`src/rtl/ram_bist_if.sv`:
```
// Bus between the BIST initiator and the single-port synchronous RAM.
// The master drives din/addr/ce/we and samples dout one cycle after a read.
interface ram_bist_if #(
    parameter int ADDR_W = 8,
    parameter int DATA_W = 8
);
    logic [DATA_W-1:0] ram_din;
    logic [ADDR_W-1:0] ram_addr;
    logic              ram_ce;
    logic              ram_we;
    logic [DATA_W-1:0] ram_dout;

    modport master (
        output ram_din,
        output ram_addr,
        output ram_ce,
        output ram_we,
        input  ram_dout
    );

    modport slave (
        input  ram_din,
        input  ram_addr,
        input  ram_ce,
        input  ram_we,
        output ram_dout
    );
endinterface

```
`src/rtl/ram_bist.sv`:
```
// Four-phase RAM self-test: write p, verify p, write ~p, verify ~p, with p = addr ^ seed.
// Reports pass/fail, a saturating mismatch count and the first failing location.
module ram_bist #(
    parameter int ADDR_W    = 8,
    parameter int DATA_W    = 8,
    parameter int LAST_ADDR = 2**ADDR_W - 1
) (
    input  logic              clk,
    input  logic              rst_n,
    input  logic              start_i,
    input  logic [DATA_W-1:0] seed_i,
    output logic              busy_o,
    output logic              done_o,
    output logic              pass_o,
    output logic [7:0]        err_count_o,
    output logic              fail_valid_o,
    output logic [ADDR_W-1:0] fail_addr_o,
    output logic [DATA_W-1:0] fail_exp_o,
    output logic [DATA_W-1:0] fail_got_o,
    ram_bist_if.master        ram
);

    localparam logic [ADDR_W-1:0] LAST_A = ADDR_W'(LAST_ADDR);

    typedef enum logic [2:0] {
        S_IDLE = 3'd0,
        S_WR0  = 3'd1,
        S_RD0  = 3'd2,
        S_CHK0 = 3'd3,
        S_WR1  = 3'd4,
        S_RD1  = 3'd5,
        S_CHK1 = 3'd6,
        S_FIN  = 3'd7
    } state_e;

    function automatic logic [DATA_W-1:0] pattern(input logic [ADDR_W-1:0] a,
                                                  input logic [DATA_W-1:0] s,
                                                  input logic              inv);
        logic [DATA_W-1:0] p;
        p = DATA_W'(a) ^ s;
        return inv ? ~p : p;
    endfunction

    state_e            state_q, state_d;
    logic [DATA_W-1:0] seed_q, seed_d;
    logic [ADDR_W-1:0] ram_addr_q, ram_addr_d;
    logic [DATA_W-1:0] ram_din_q, ram_din_d;
    logic              ram_ce_q, ram_ce_d;
    logic              ram_we_q, ram_we_d;
    logic              busy_q, busy_d;
    logic              done_q, done_d;
    logic              pass_q, pass_d;
    logic [7:0]        err_count_q, err_count_d;
    logic              fail_valid_q, fail_valid_d;
    logic [ADDR_W-1:0] fail_addr_q, fail_addr_d;
    logic [DATA_W-1:0] fail_exp_q, fail_exp_d;
    logic [DATA_W-1:0] fail_got_q, fail_got_d;
    logic              rd_vld_q, rd_vld_d;
    logic [ADDR_W-1:0] rd_addr_q, rd_addr_d;
    logic [DATA_W-1:0] rd_exp_q, rd_exp_d;
    logic              start_acc_s;
    logic              last_s;
    logic              mismatch_s;
    logic              next_wr_s;
    logic              next_acc_s;

    assign start_acc_s = (state_q == S_IDLE) && start_i;
    assign last_s      = (ram_addr_q == LAST_A);
    assign mismatch_s  = rd_vld_q && (ram.ram_dout != rd_exp_q);

    // State register
    always_ff @(posedge clk or negedge rst_n) begin
        if (!rst_n) begin
            state_q <= S_IDLE;
        end else begin
            state_q <= state_d;
        end
    end

    // Next-state logic: each sweep phase ends only after LAST_ADDR has been issued
    always_comb begin
        state_d = state_q;
        case (state_q)
            S_IDLE:  if (start_i) state_d = S_WR0;  else state_d = S_IDLE;
            S_WR0:   if (last_s)  state_d = S_RD0;  else state_d = S_WR0;
            S_RD0:   if (last_s)  state_d = S_CHK0; else state_d = S_RD0;
            S_CHK0:  state_d = S_WR1;
            S_WR1:   if (last_s)  state_d = S_RD1;  else state_d = S_WR1;
            S_RD1:   if (last_s)  state_d = S_CHK1; else state_d = S_RD1;
            S_CHK1:  state_d = S_FIN;
            S_FIN:   state_d = S_IDLE;
            default: state_d = S_IDLE;
        endcase
    end

    // Output and datapath next values, derived from the upcoming state
    always_comb begin
        next_wr_s  = (state_d == S_WR0) || (state_d == S_WR1);
        next_acc_s = next_wr_s || (state_d == S_RD0) || (state_d == S_RD1);
        seed_d     = start_acc_s ? seed_i : seed_q;

        // Address restarts at zero on every phase change and holds outside the sweeps
        if (next_acc_s) begin
            if (state_d == state_q) begin
                ram_addr_d = ram_addr_q + ADDR_W'(1);
            end else begin
                ram_addr_d = '0;
            end
        end else begin
            ram_addr_d = ram_addr_q;
        end

        ram_ce_d = next_acc_s;
        ram_we_d = next_wr_s;
        if (next_wr_s) begin
            ram_din_d = pattern(ram_addr_d, seed_d, state_d == S_WR1);
        end else begin
            ram_din_d = '0;
        end
        busy_d = (state_d != S_IDLE) && (state_d != S_FIN);
        done_d = (state_d == S_FIN);

        rd_vld_d  = ram_ce_q && !ram_we_q;
        rd_addr_d = ram_addr_q;
        rd_exp_d  = pattern(ram_addr_q, seed_q, state_q == S_RD1);

        err_count_d  = err_count_q;
        fail_valid_d = fail_valid_q;
        fail_addr_d  = fail_addr_q;
        fail_exp_d   = fail_exp_q;
        fail_got_d   = fail_got_q;
        if (start_acc_s) begin
            err_count_d  = 8'd0;
            fail_valid_d = 1'b0;
            fail_addr_d  = '0;
            fail_exp_d   = '0;
            fail_got_d   = '0;
        end else if (mismatch_s) begin
            if (err_count_q != 8'hFF) begin
                err_count_d = err_count_q + 8'd1;
            end else begin
                err_count_d = err_count_q;
            end
            if (!fail_valid_q) begin
                fail_valid_d = 1'b1;
                fail_addr_d  = rd_addr_q;
                fail_exp_d   = rd_exp_q;
                fail_got_d   = ram.ram_dout;
            end else begin
                fail_valid_d = fail_valid_q;
            end
        end else begin
            err_count_d = err_count_q;
        end

        // The last compare lands on the CHK1 edge, so the verdict uses the updated count
        if (start_acc_s) begin
            pass_d = 1'b0;
        end else if (state_q == S_CHK1) begin
            pass_d = (err_count_d == 8'd0);
        end else begin
            pass_d = pass_q;
        end
    end

    // Registered outputs, compare pipeline and result registers
    always_ff @(posedge clk or negedge rst_n) begin
        if (!rst_n) begin
            seed_q       <= '0;
            ram_addr_q   <= '0;
            ram_din_q    <= '0;
            ram_ce_q     <= 1'b0;
            ram_we_q     <= 1'b0;
            busy_q       <= 1'b0;
            done_q       <= 1'b0;
            pass_q       <= 1'b0;
            err_count_q  <= 8'd0;
            fail_valid_q <= 1'b0;
            fail_addr_q  <= '0;
            fail_exp_q   <= '0;
            fail_got_q   <= '0;
            rd_vld_q     <= 1'b0;
            rd_addr_q    <= '0;
            rd_exp_q     <= '0;
        end else begin
            seed_q       <= seed_d;
            ram_addr_q   <= ram_addr_d;
            ram_din_q    <= ram_din_d;
            ram_ce_q     <= ram_ce_d;
            ram_we_q     <= ram_we_d;
            busy_q       <= busy_d;
            done_q       <= done_d;
            pass_q       <= pass_d;
            err_count_q  <= err_count_d;
            fail_valid_q <= fail_valid_d;
            fail_addr_q  <= fail_addr_d;
            fail_exp_q   <= fail_exp_d;
            fail_got_q   <= fail_got_d;
            rd_vld_q     <= rd_vld_d;
            rd_addr_q    <= rd_addr_d;
            rd_exp_q     <= rd_exp_d;
        end
    end

    assign ram.ram_din   = ram_din_q;
    assign ram.ram_addr  = ram_addr_q;
    assign ram.ram_ce    = ram_ce_q;
    assign ram.ram_we    = ram_we_q;
    assign busy_o        = busy_q;
    assign done_o        = done_q;
    assign pass_o        = pass_q;
    assign err_count_o   = err_count_q;
    assign fail_valid_o  = fail_valid_q;
    assign fail_addr_o   = fail_addr_q;
    assign fail_exp_o    = fail_exp_q;
    assign fail_got_o    = fail_got_q;

endmodule

```
`src/flat_wrapper.sv`:
```
// flat-port wrapper written by rule: the top's interface ports become plain ports
module ram_bist_flat 
#(
    parameter int ADDR_W    = 8,
    parameter int DATA_W    = 8,
    parameter int LAST_ADDR = 2**ADDR_W - 1
)
  (clk, rst_n, start_i, seed_i, busy_o, done_o, pass_o, err_count_o, fail_valid_o, fail_addr_o, fail_exp_o, fail_got_o, ram_ram_din, ram_ram_addr, ram_ram_ce, ram_ram_we, ram_ram_dout);
  ram_bist_if #(.ADDR_W(ADDR_W), .DATA_W(DATA_W)) ram_i ();
  input  logic clk;
  input  logic rst_n;
  input  logic start_i;
  input  logic [DATA_W-1:0] seed_i;
  output logic busy_o;
  output logic done_o;
  output logic pass_o;
  output logic [7:0] err_count_o;
  output logic fail_valid_o;
  output logic [ADDR_W-1:0] fail_addr_o;
  output logic [DATA_W-1:0] fail_exp_o;
  output logic [DATA_W-1:0] fail_got_o;
  output wire logic [$bits(ram_i.ram_din)-1:0] ram_ram_din;
  output wire logic [$bits(ram_i.ram_addr)-1:0] ram_ram_addr;
  output wire logic [$bits(ram_i.ram_ce)-1:0] ram_ram_ce;
  output wire logic [$bits(ram_i.ram_we)-1:0] ram_ram_we;
  input wire logic [$bits(ram_i.ram_dout)-1:0] ram_ram_dout;
  assign ram_ram_din = ram_i.ram_din;
  assign ram_ram_addr = ram_i.ram_addr;
  assign ram_ram_ce = ram_i.ram_ce;
  assign ram_ram_we = ram_i.ram_we;
  assign ram_i.ram_dout = ram_ram_dout;
  ram_bist #(.ADDR_W(ADDR_W), .DATA_W(DATA_W), .LAST_ADDR(LAST_ADDR)) u_core (.clk(clk), .rst_n(rst_n), .start_i(start_i), .seed_i(seed_i), .busy_o(busy_o), .done_o(done_o), .pass_o(pass_o), .err_count_o(err_count_o), .fail_valid_o(fail_valid_o), .fail_addr_o(fail_addr_o), .fail_exp_o(fail_exp_o), .fail_got_o(fail_got_o), .ram(ram_i));
endmodule
```
`config.mk`:
```
export PLATFORM = sky130hd
export DESIGN_NAME = ram_bist_flat
export DESIGN_NICKNAME = d
export VERILOG_FILES = /design/src/rtl/ram_bist_if.sv /design/src/rtl/ram_bist.sv /design/src/flat_wrapper.sv
export SDC_FILE = /design/constraint.sdc
export NUM_CORES = 1
export LEC_CHECK = 0
export BUFFER_PORTS_ARGS = -buffer_cell sky130_fd_sc_hd__buf_2
export CAP_MARGIN = 10
export CORE_ASPECT_RATIO = 1.5
export CORE_MARGIN = 1
export CORE_UTILIZATION = 50
export DETAILED_ROUTE_END_ITERATION = 12
export GPL_ROUTABILITY_DRIVEN = 0
export PLACE_DENSITY_LB_ADDON = 0.05
export SLEW_MARGIN = 20
export SYNTH_ARGS = -nofsm -noshare
export SYNTH_HDL_FRONTEND = slang
export SYNTH_SLANG_ARGS = --single-unit
```
`constraint.sdc`:
```
create_clock -name clk -period 1.88 [get_ports clk]
set_input_delay 0.094 -clock clk [delete_from_list [all_inputs] [get_ports clk]]
set_output_delay 0.094 -clock clk [all_outputs]
set_load 0.01 [all_outputs]
```
==> results of run 1 <==
==> repair_timing <==
item / in CTS / in global routing
gates resized for setup: 40 / 17
setup endpoints to repair: 36 / 38
gates cloned: 1 / 0
hold endpoints to repair: 87 / 0
setup buffers: 10 / 9
hold buffers: 6 / 0
pin swaps: 29 / 21
==> final cells by class <==
cell class / count / area (µm²)
Sequential cell: 82 / 2059
Fill cell: 517 / 1958
Multi-Input combinational cell: 216 / 1891
Timing Repair Buffer: 145 / 1015
Clock buffer: 12 / 135.1
Tap cell: 100 / 125.1
Clock inverter: 4 / 76.32
Inverter: 4 / 15.01
==> per-stage QoR <==
stage,hold WS [ps],power (W),worst slack (ps)
2_1_floorplan,-201.6,0.002411,-33.56
3_3_place_gp,-10.07,0.002729,-198.5
3_5_place_dp,-9.150,0.002732,-276.3
4_1_cts,3.556,0.004149,-169.2
5_1_grt,1.054,0.004321,-244.0
6_report,12.30,0.004141,-153.9
==> synth_stat cells, types with 2 or more instances <==
master,count
a311oi_1,2
buf_2,4
inv_1,4
buf_6,2
nor3_1,4
nand2_1,18
dfrtp_1,82
nand2_2,2
a31oi_1,3
nor2b_1,2
a21oi_1,6
and3_1,3
and4_1,2
mux2i_1,33
clkbuf_1,5
nor2_1,43
a211oi_1,2
nand3_1,13
xor2_1,25
nor4_1,3
mux2_2,8
o311ai_4,2
buf_4,3
xnor2_1,13
ha_1,2
o21bai_1,2
==> sequential cells by signal, indices dropped and copies added, names as in the netlist <==
| signal | count |
|---|---|
| u_core.fail_valid_o | 1 |
| u_core.done_o | 1 |
| u_core.fail_addr_o | 8 |
| u_core.fail_got_o | 8 |
| u_core.ram.ram_din | 8 |
| u_core.seed_q | 8 |
| u_core.rd_addr_q | 8 |
| u_core.fail_exp_o | 8 |
| u_core.ram.ram_ce | 1 |
| u_core.ram.ram_addr | 8 |
| u_core.err_count_o | 8 |
| u_core.pass_o | 1 |
| u_core.busy_o | 1 |
| u_core.ram.ram_we | 1 |
| u_core.state_q | 3 |
| u_core.rd_vld_q | 1 |
| u_core.rd_exp_q | 8 |
==> kinds of logic (layout without fill, tap and decap cells) <==
logic type	count (synthesis)	count (layout)	share of synthesized area, %
simple gates	101	101	13.48
flops	82	82	54.43
compound gates	33	33	8.397
xor+xnor	39	39	9.260
buf+inv	18	165	2.622
fa+ha+maj	2	2	0.6637
mux	41	41	11.15
==> where the power goes <==
part / switching (W) / internal, W
registers: 0.0000910 / 0.00186
clock network: 0.000632 / 0.000753
logic: 0.000404 / 0.000396
==> worst max-delay path: cells and delay by family (launching register included) <==
kind                      cells  cell delay [ps]
xor gates and xnor gates      1              220
and+or+nand+nor               1              430
DFF                           1              440
buffers and inverters         1              150
AOI/OAI and AO/OA             2              540
muxes                         1              200
==> per-layer routing <==
layer	GRT usage [%]	up-vias	share of wire (%)
met2	42.79	72	54
met5	0	-	0
met4	10.64	0	1.7
li1	-	1374	-
met3	5.219	14	3.6
met1	28.70	1424	40
==> final timing paths <==
check                                        from                     end  slack, ps  cells past startpoint
max in group asynchronous                   rst_n  u_core.ram.ram_addr[0]       1090                      3
worst min-delay path                    seed_i[4]        u_core.seed_q[4]         10                      2
min in group asynchronous                   rst_n   u_core.err_count_o[5]        150                      2
worst min register to register  u_core.ram.ram_we         u_core.rd_vld_q        460                      1
worst max-delay path            u_core.state_q[0]   u_core.ram.ram_din[6]       -150                      6
worst max register to register  u_core.state_q[0]   u_core.ram.ram_din[6]       -150                      6
==> impl_metrics.ini, run 1 <==
[synth]
synthFlopType = dfrtp_1
synth_edf_count = 0
synth_warnings = 0
yosysTopAreaCellShare_pct = 54.43
syn_nets = 337
synthCells = 316
synth.distinct_cells = 54
synth-seq-cells = 82
async_flop_share_pct = 100.0
synth_area_um2 = 3770
yosysSeqAreaShare_pct = 54.43
synth_area_leaders = dfrtp_1, mux2i_1, xor2_1
yosysTopAreaCell = dfrtp_1
avgSynthCellArea_um2 = 11.93

[placed_design]
post-place-cells = 524
port_buffers = 72
dp_hpwl_um = 5916
placed_area_um2 = 4637

[cts]
path_clk_slew_ps = 90
root_buffer = clkbuf_8
cts.htree.levels = 3
cts_tree = done
insertion_delay_ps = 360
cts_made_buffers = 9
clockBufferDepth = 2
clkSinkCount = 82

[layout]
syn2layout_area_growth_pct = 41.02
final_common_cell = dfrtp_1
utilization_pct = 73.08
final_nets = 479
layout.cells.non_filler = 563
final_cell_mix = dfrtp_1, buf_2, buf_4
diodes = 0
stdcell_area_um2 = 5316
drive_gt1_share_pct = 46.65

[timing]
relSlewSlack_pct = 63.91
rsz0062_at_grt = true
setup_viol = 32
hold_viol = 0
slew_violations = 0
fmax_ghz = 0.4917
fin_tns_setup_ps = -2236
setup_ws_ps = -153.9
fin_worst_skew_ps = 14.23
finalCriticalPeriod_ps = 2034
timing.final.crit_share_pct = 108.2
tightestPinTransition_ps = 539.8

[global_routing]
grt_pass1_wl_um = 14430
grt.total_usage_pct = 24.51
grt_pass1_vias = 2976
antenna_found_initial = 0
grt_start_max_net_pins = 65
overflow = 0

[worst_setup_path]
slowest_delay_ps = 440
critPathLaunchType = register
cp.arrival_ps = 2320
criticalPathCategory = reg2reg
worst-path-max-fanout = 6
crit_required_ps = 2170
crit_path_top_delay_cell = dfrtp_1
worstPathCellList = or3b_4 > a22o_4 > buf_12 > o311ai_4 > xor2_1 > mux2i_1
critPathCaptureType = register

[run_status]
violations = negative setup slack
status = complete, but fails checks

[die]
coreArea_um2 = 7274
initial_core_util_pct = 51.82
placementRows = 38
die_area_um2 = 7898
die_y_um = 108.3
chipWidth_um = 72.90
io_pins = 73

[routing]
firstDrtPassIters = 4
vias_per_cell = 5.123
drt-wirelength-per-cell_um = 16.14
drc_errors = 0
route.final.wire_length_um = 9087
ant_nets = 0
drt_iter0_markers = 129
vias = 2884

[power_and_ir_drop]
leakagePower_nw = 2.763
ir_drop_v = 0.0004981
power_density_nw_per_um2 = 778.9

[hold_path]
hold_path_class = in2reg

[job]
cap_violations = 0
Note: power is estimated with default switching activity, not from simulation.
==> run 2, diff against run 1 <==
- CORE_ASPECT_RATIO: 1.5 -> unset
==> run 2 against run 1 <==
The run still ends with negative setup slack left. Design area increased by 1.7%. Clock power increased by 7%. Fmax decreased by 0.41%. Global-route usage decreased by 1.1 points. Total power increased by 3.4%. First-iteration DRC count increased by 22%. Flip-flop and latch count unchanged. Clock skew decreased by 3.6 ps. Routed wire length increased by 1.6%. Via count increased by 4.3%. Die area about the same. Sequential power about the same.
==> impl_metrics.ini, run 2 (same netlist as run 1, synthesis figures left out) <==
[placed_design]
dp_hpwl_um = 5841
pre_cts_ws_ps = -255.9
port_buffers = 72
post-place-cells = 523
placed_area_um2 = 4623

[routing]
firstDrtPassIters = 4
vias_per_cell = 5.259
ant_nets = 0
route.final.wire_length_um = 9233
drt_iter0_markers = 157
drt-wirelength-per-cell_um = 16.14
drc_errors = 0
vias = 3008

[global_routing]
grt_pass1_vias = 2806
grt.total_usage_pct = 23.37
antenna_found_initial = 0
grt_start_max_net_pins = 44
grt_pass1_wl_um = 13660
overflow = 0

[cts]
root_buffer = clkbuf_8
clockBufferDepth = 2
clkSinkCount = 82
cts.htree.levels = 3
path_clk_slew_ps = 90
insertion_delay_ps = 350
cts_made_buffers = 9
cts_tree = done

[layout]
final_cell_mix = dfrtp_1, buf_2, buf_4
final_common_cell = dfrtp_1
stdcell_area_um2 = 5406
final_nets = 489
drive_gt1_share_pct = 47.36
diodes = 0
syn2layout_area_growth_pct = 43.41
layout.cells.non_filler = 572
utilization_pct = 74.54
num-fill-cells = 517

[die]
die_area_um2 = 7891
chipWidth_um = 88.83
die_y_um = 88.83
coreArea_um2 = 7253
placementRows = 31
initial_core_util_pct = 51.98
io_pins = 73

[worst_setup_path]
critPathCaptureType = register
crit_path_top_delay_cell = dfrtp_1
worst-path-max-fanout = 6
slowest_delay_ps = 410
worstRegToRegCells = 9
cp.arrival_ps = 2320
criticalPathCategory = reg2reg
critPathBufInv = 2
crit_required_ps = 2160
worstPathCellList = xor2_1 > nor4_2 > buf_4 > a21boi_4 > buf_6 > a41o_1 > a21oi_2 > a2111o_1 > o31ai_2
critPathTopFamily = compound AO/OA/AOI/OAI gates
critPathLaunchType = register
cp.depth = 9

[timing]
timing.final.crit_share_pct = 108.6
setup_viol = 24
fin_worst_skew_ps = 10.62
fmax_ghz = 0.4896
finalCriticalPeriod_ps = 2042
tightestPinTransition_ps = 529.9
slew_violations = 0
setup_ws_ps = -162.3
relSlewSlack_pct = 64.68
rsz0062_at_grt = true
hold_viol = 0

[power_and_ir_drop]
leakagePower_nw = 2.833
total_power_w = 0.004281
power_density_nw_per_um2 = 791.8
ir_drop_v = 0.0004955

[run_status]
violations = negative setup slack
status = complete, but fails checks

[job]
cap_violations = 0

[hold_path]
hold_depth = 2
hold_path_class = in2reg
==> run 2: cell types whose count changed in the layout (fill, tap and decap cells not counted), moves of 2 or more <==
cell	delta
buf_4	+5
o21ai_2	+2
buf_6	+3
nor3_2	-2
nand2_1	+3
clkbuf_1	-3
nand2_2	-3
inv_6	+2
==> run 2: worst paths after layout <==
kind                                     from                    end  slack (ps)
setup / recovery           u_core.rd_exp_q[6]          u_core.pass_o        -160
hold / removal                      seed_i[4]       u_core.seed_q[4]          20
setup reg to reg           u_core.rd_exp_q[6]          u_core.pass_o        -160
hold reg to reg             u_core.ram.ram_we        u_core.rd_vld_q         410
max in group asynchronous               rst_n      u_core.state_q[2]        1000
min in group asynchronous               rst_n  u_core.err_count_o[5]         240
==> run 2: power breakdown <==
part	switching, W	internal, W	leakage [nW]	total (W)
sequential	0.0000974	0.00186	1.02	0.00196
clock	0.000681	0.000803	0.115	0.00148
combinational	0.000432	0.000402	1.70	0.000835
==> run 2: metal layers <==
metal / track usage (%) / wire (µm)
met3: 3.358 / 381
met5: 0 / 0
met2: 39.30 / 4659
met4: 8.651 / 147
met1: 30.81 / 4044
==> run 2: stage by stage <==
step | setup TNS (ps) | hold slack (ps)
2_1_floorplan | -61.80 | -201.6
3_3_place_gp | -2253 | 106.0
3_5_place_dp | -2979 | 106.8
4_1_cts | -2209 | 7.091
5_1_grt | -3672 | 16.01
6_report | -970.0 | 16.87
==> run 2: worst register-to-register path, cell delays in order, from the launching register on <==
cell	delay, ps
dfrtp_1	410
xor2_1	200
nor4_2	60
buf_4	140
a21boi_4	220
buf_6	150
a41o_1	210
a21oi_2	50
a2111o_1	360
o31ai_2	170
==> run 2: area by class of cell <==
| class | instances | area [µm²] | area share (%) |
|---|---|---|---|
| Clock buffer | 10 | 137.6 | 2.546 |
| Multi-Input combinational cell | 217 | 1869 | 34.58 |
| Tap cell | 99 | 123.9 | 2.291 |
| Clock inverter | 6 | 96.34 | 1.782 |
| Sequential cell | 82 | 2061 | 38.12 |
| Inverter | 4 | 17.52 | 0.3240 |
| Timing Repair Buffer | 154 | 1101 | 20.37 |
==> run 2: timing repair <==
action,4_1_cts,5_1_grt
resized for setup,31,25
setup buffers,14,10
pin swaps,21,26
hold buffers,7,0
hold endpoints to repair,45,0
gates cloned,1,1
endpoints found under the setup margin,33,36
==> run 3, diff against run 2 <==
- ABC_AREA: unset -> 1
- SLEW_MARGIN: 20 -> unset
==> run 3 against run 2 <==
The flow still finishes with violations (negative setup slack). Non-clock buffer count is 39 lower. Total power is 110% higher. Design area decreased by 2.8%. Sequential power increased by 56%. Combinational power rose to 6.0 times the previous value. Flip-flop and latch count unchanged. Die area grew 7.6%. Critical path type unchanged. Critical endpoint is now u_core.ram.ram_din[4]. Largest cell class unchanged. Highest routed layer unchanged.
==> impl_metrics.ini, run 3 <==
[die]
coreArea_um2 = 7807
chipWidth_um = 92.16
die_area_um2 = 8493
placementRows = 32
initial_core_util_pct = 52.05
io_pins = 73
die_y_um = 92.16

[global_routing]
grt.total_usage_pct = 24.73
grt_pass1_vias = 3411
antenna_found_initial = 0
overflow = 0
grt_pass1_wl_um = 16350
grt_start_max_net_pins = 48

[placed_design]
port_buffers = 72
dp_hpwl_um = 6893
placed_area_um2 = 4900

[synth]
synth-seq-cells = 82
synth_common_cells = inv_1, dfrtp_1, nand2_1
yosysTopAreaCell = dfrtp_1
synth.distinct_cells = 30
synth_area_um2 = 4064
synth_area_leaders = dfrtp_1, inv_1, nand3_1
synth_warnings = 0
synthFlopType = dfrtp_1
synth_most_common_cell = inv_1
synthCells = 462
avgSynthCellArea_um2 = 8.796
yosysTopAreaCellShare_pct = 50.49
syn_nets = 483
yosysSeqAreaShare_pct = 50.49
async_flop_share_pct = 100.0
synth_edf_count = 0

[power_and_ir_drop]
seqPwrFrac_pct = 33.4
p_switching_w = 0.004029
p_sw_share_pct = 44.00
clkPwrFrac_pct = 12.1
leakagePower_nw = 2.809
total_power_w = 0.009157
power_density_nw_per_um2 = 1742
ir_drop_v = 0.0008859
p_int_w = 0.005127
comb_power_share_pct = 54.5

[layout]
final_common_cell = inv_1
stdcell_area_um2 = 5255
drive_gt1_share_pct = 35.49
syn2layout_area_growth_pct = 29.31
diodes = 0
final_nets = 602
final_cell_mix = inv_1, dfrtp_1, buf_2

[cts]
root_buffer = clkbuf_8
clockBufferDepth = 2
clkSinkCount = 82
path_clk_slew_ps = 80
cts_made_buffers = 9
cts_tree = done
insertion_delay_ps = 350
cts.htree.levels = 3

[timing]
setup_ws_ps = -95.80
tightestPinTransition_ps = 459.7
finalCriticalPeriod_ps = 1976
slew_violations = 0
setup_viol = 8
fmax_ghz = 0.5061
rsz0062_at_grt = true
relSlewSlack_pct = 69.35
timing.final.crit_share_pct = 105.1
hold_viol = 0
fin_worst_skew_ps = 9.099

[routing]
firstDrtPassIters = 4
drt-wirelength-per-cell_um = 14.22
ant_nets = 0
drc_errors = 0
route.final.wire_length_um = 9782
vias = 3467
vias_per_cell = 5.039
drt_iter0_markers = 123

[job]
cap_violations = 0

[worst_setup_path]
endpoint = u_core.ram.ram_din[4]
timing.rr.end = u_core.ram.ram_din[4]
worst-path-max-fanout = 5
cp.arrival_ps = 2220
r2r_start = u_core.ram.ram_addr[1]
reg2reg_setup_slack_ps = -100
criticalPathCategory = reg2reg
startpoint = u_core.ram.ram_addr[1]
critPathCaptureType = register
crit_required_ps = 2130
critPathLaunchType = register
worstRegToRegCells = 16

[run_status]
violations = negative setup slack
status = complete, but fails checks

[hold_path]
hold_path_class = in2reg
run 3: worst min path at each step:
stage                                       end  depth (start not counted)            start
after detailed placement  u_core.err_count_o[6]                          1            rst_n
after global placement    u_core.err_count_o[5]                          1            rst_n
after global routing       u_core.fail_got_o[5]                          3  ram_ram_dout[5]
final                      u_core.fail_got_o[6]                          3  ram_ram_dout[6]
after CTS                  u_core.fail_got_o[5]                          3  ram_ram_dout[5]
after floorplan                   u_core.busy_o                          0            rst_n
run 3: logic make-up after synthesis:
family / after synthesis / synth area share (%)
simple gates: 201 / 26.66
fa+ha+maj: 2 / 0.6157
xor+xnor: 29 / 6.250
flops: 82 / 50.49
compound gates: 49 / 6.743
buf+inv: 99 / 9.236
run 3: timing repair:
item,in CTS,in global routing
setup buffers,2,3
gates cloned,2,0
hold endpoints to repair,35,0
gates resized for setup,16,20
hold buffers,1,0
pin swaps,5,6
endpoints found under the setup margin,8,24
run 3: power by group through the flow:
stage | combinational [W] | sequential, W | clock (W)
after detailed placement | 0.00467 | 0.00308 | 0
after CTS | 0.00489 | 0.00305 | 0.00113
after global routing | 0.00558 | 0.00314 | 0.00121
after floorplan | 0.00280 | 0.00332 | 0
final | 0.00499 | 0.00305 | 0.00111
after global placement | 0.00455 | 0.00306 | 0
run 3: per-layer routing:
layer  vias to the layer above  routed length, µm  GRT usage (%)
li1                       1706                  -              -
met3                        17                346          3.317
met4                         0                131          8.073
met2                        88               4919          42.79
met1                      1656               4384          32.01
met5                         -                  0              0
run 3: final cells by class:
class / count / area [µm²]
fill: 645 / 2552
sequential: 82 / 2054
clock inverter: 5 / 31.28
inverter: 90 / 339.1
multi-input combinational: 283 / 1808
tap: 102 / 127.6
clock buffer: 11 / 131.4
timing repair buffer: 115 / 763.2
run 3: critical path, cell delays in order (launching register included):
cell and delay (ps):
dfrtp_2 400, ha_4 140, inv_2 40, nor2_4 100
nand2_4 80, nand2_2 80, nand3_2 90, nand2_2 100
nand2_4 80, nand2_4 100, nand3_4 150, nand2_8 160
nand2_4 80, nand3_2 70, nand3_1 80, nand2_1 70
inv_1 40
run 3: per-stage QoR:
step	setup TNS, ps	worst slack, ps	util, %	instances	hold WS, ps
2_1_floorplan	-150.2	-29.20	-	462	-201.6
3_3_place_gp	-102.8	-29.84	62.76	664	78.41
3_5_place_dp	-528.3	-84.58	62.76	664	77.95
4_1_cts	-392.8	-64.59	66.28	685	16.88
5_1_grt	-1499	-192.8	67.31	688	36.10
6_report	-630.5	-95.80	67.31	688	22.77
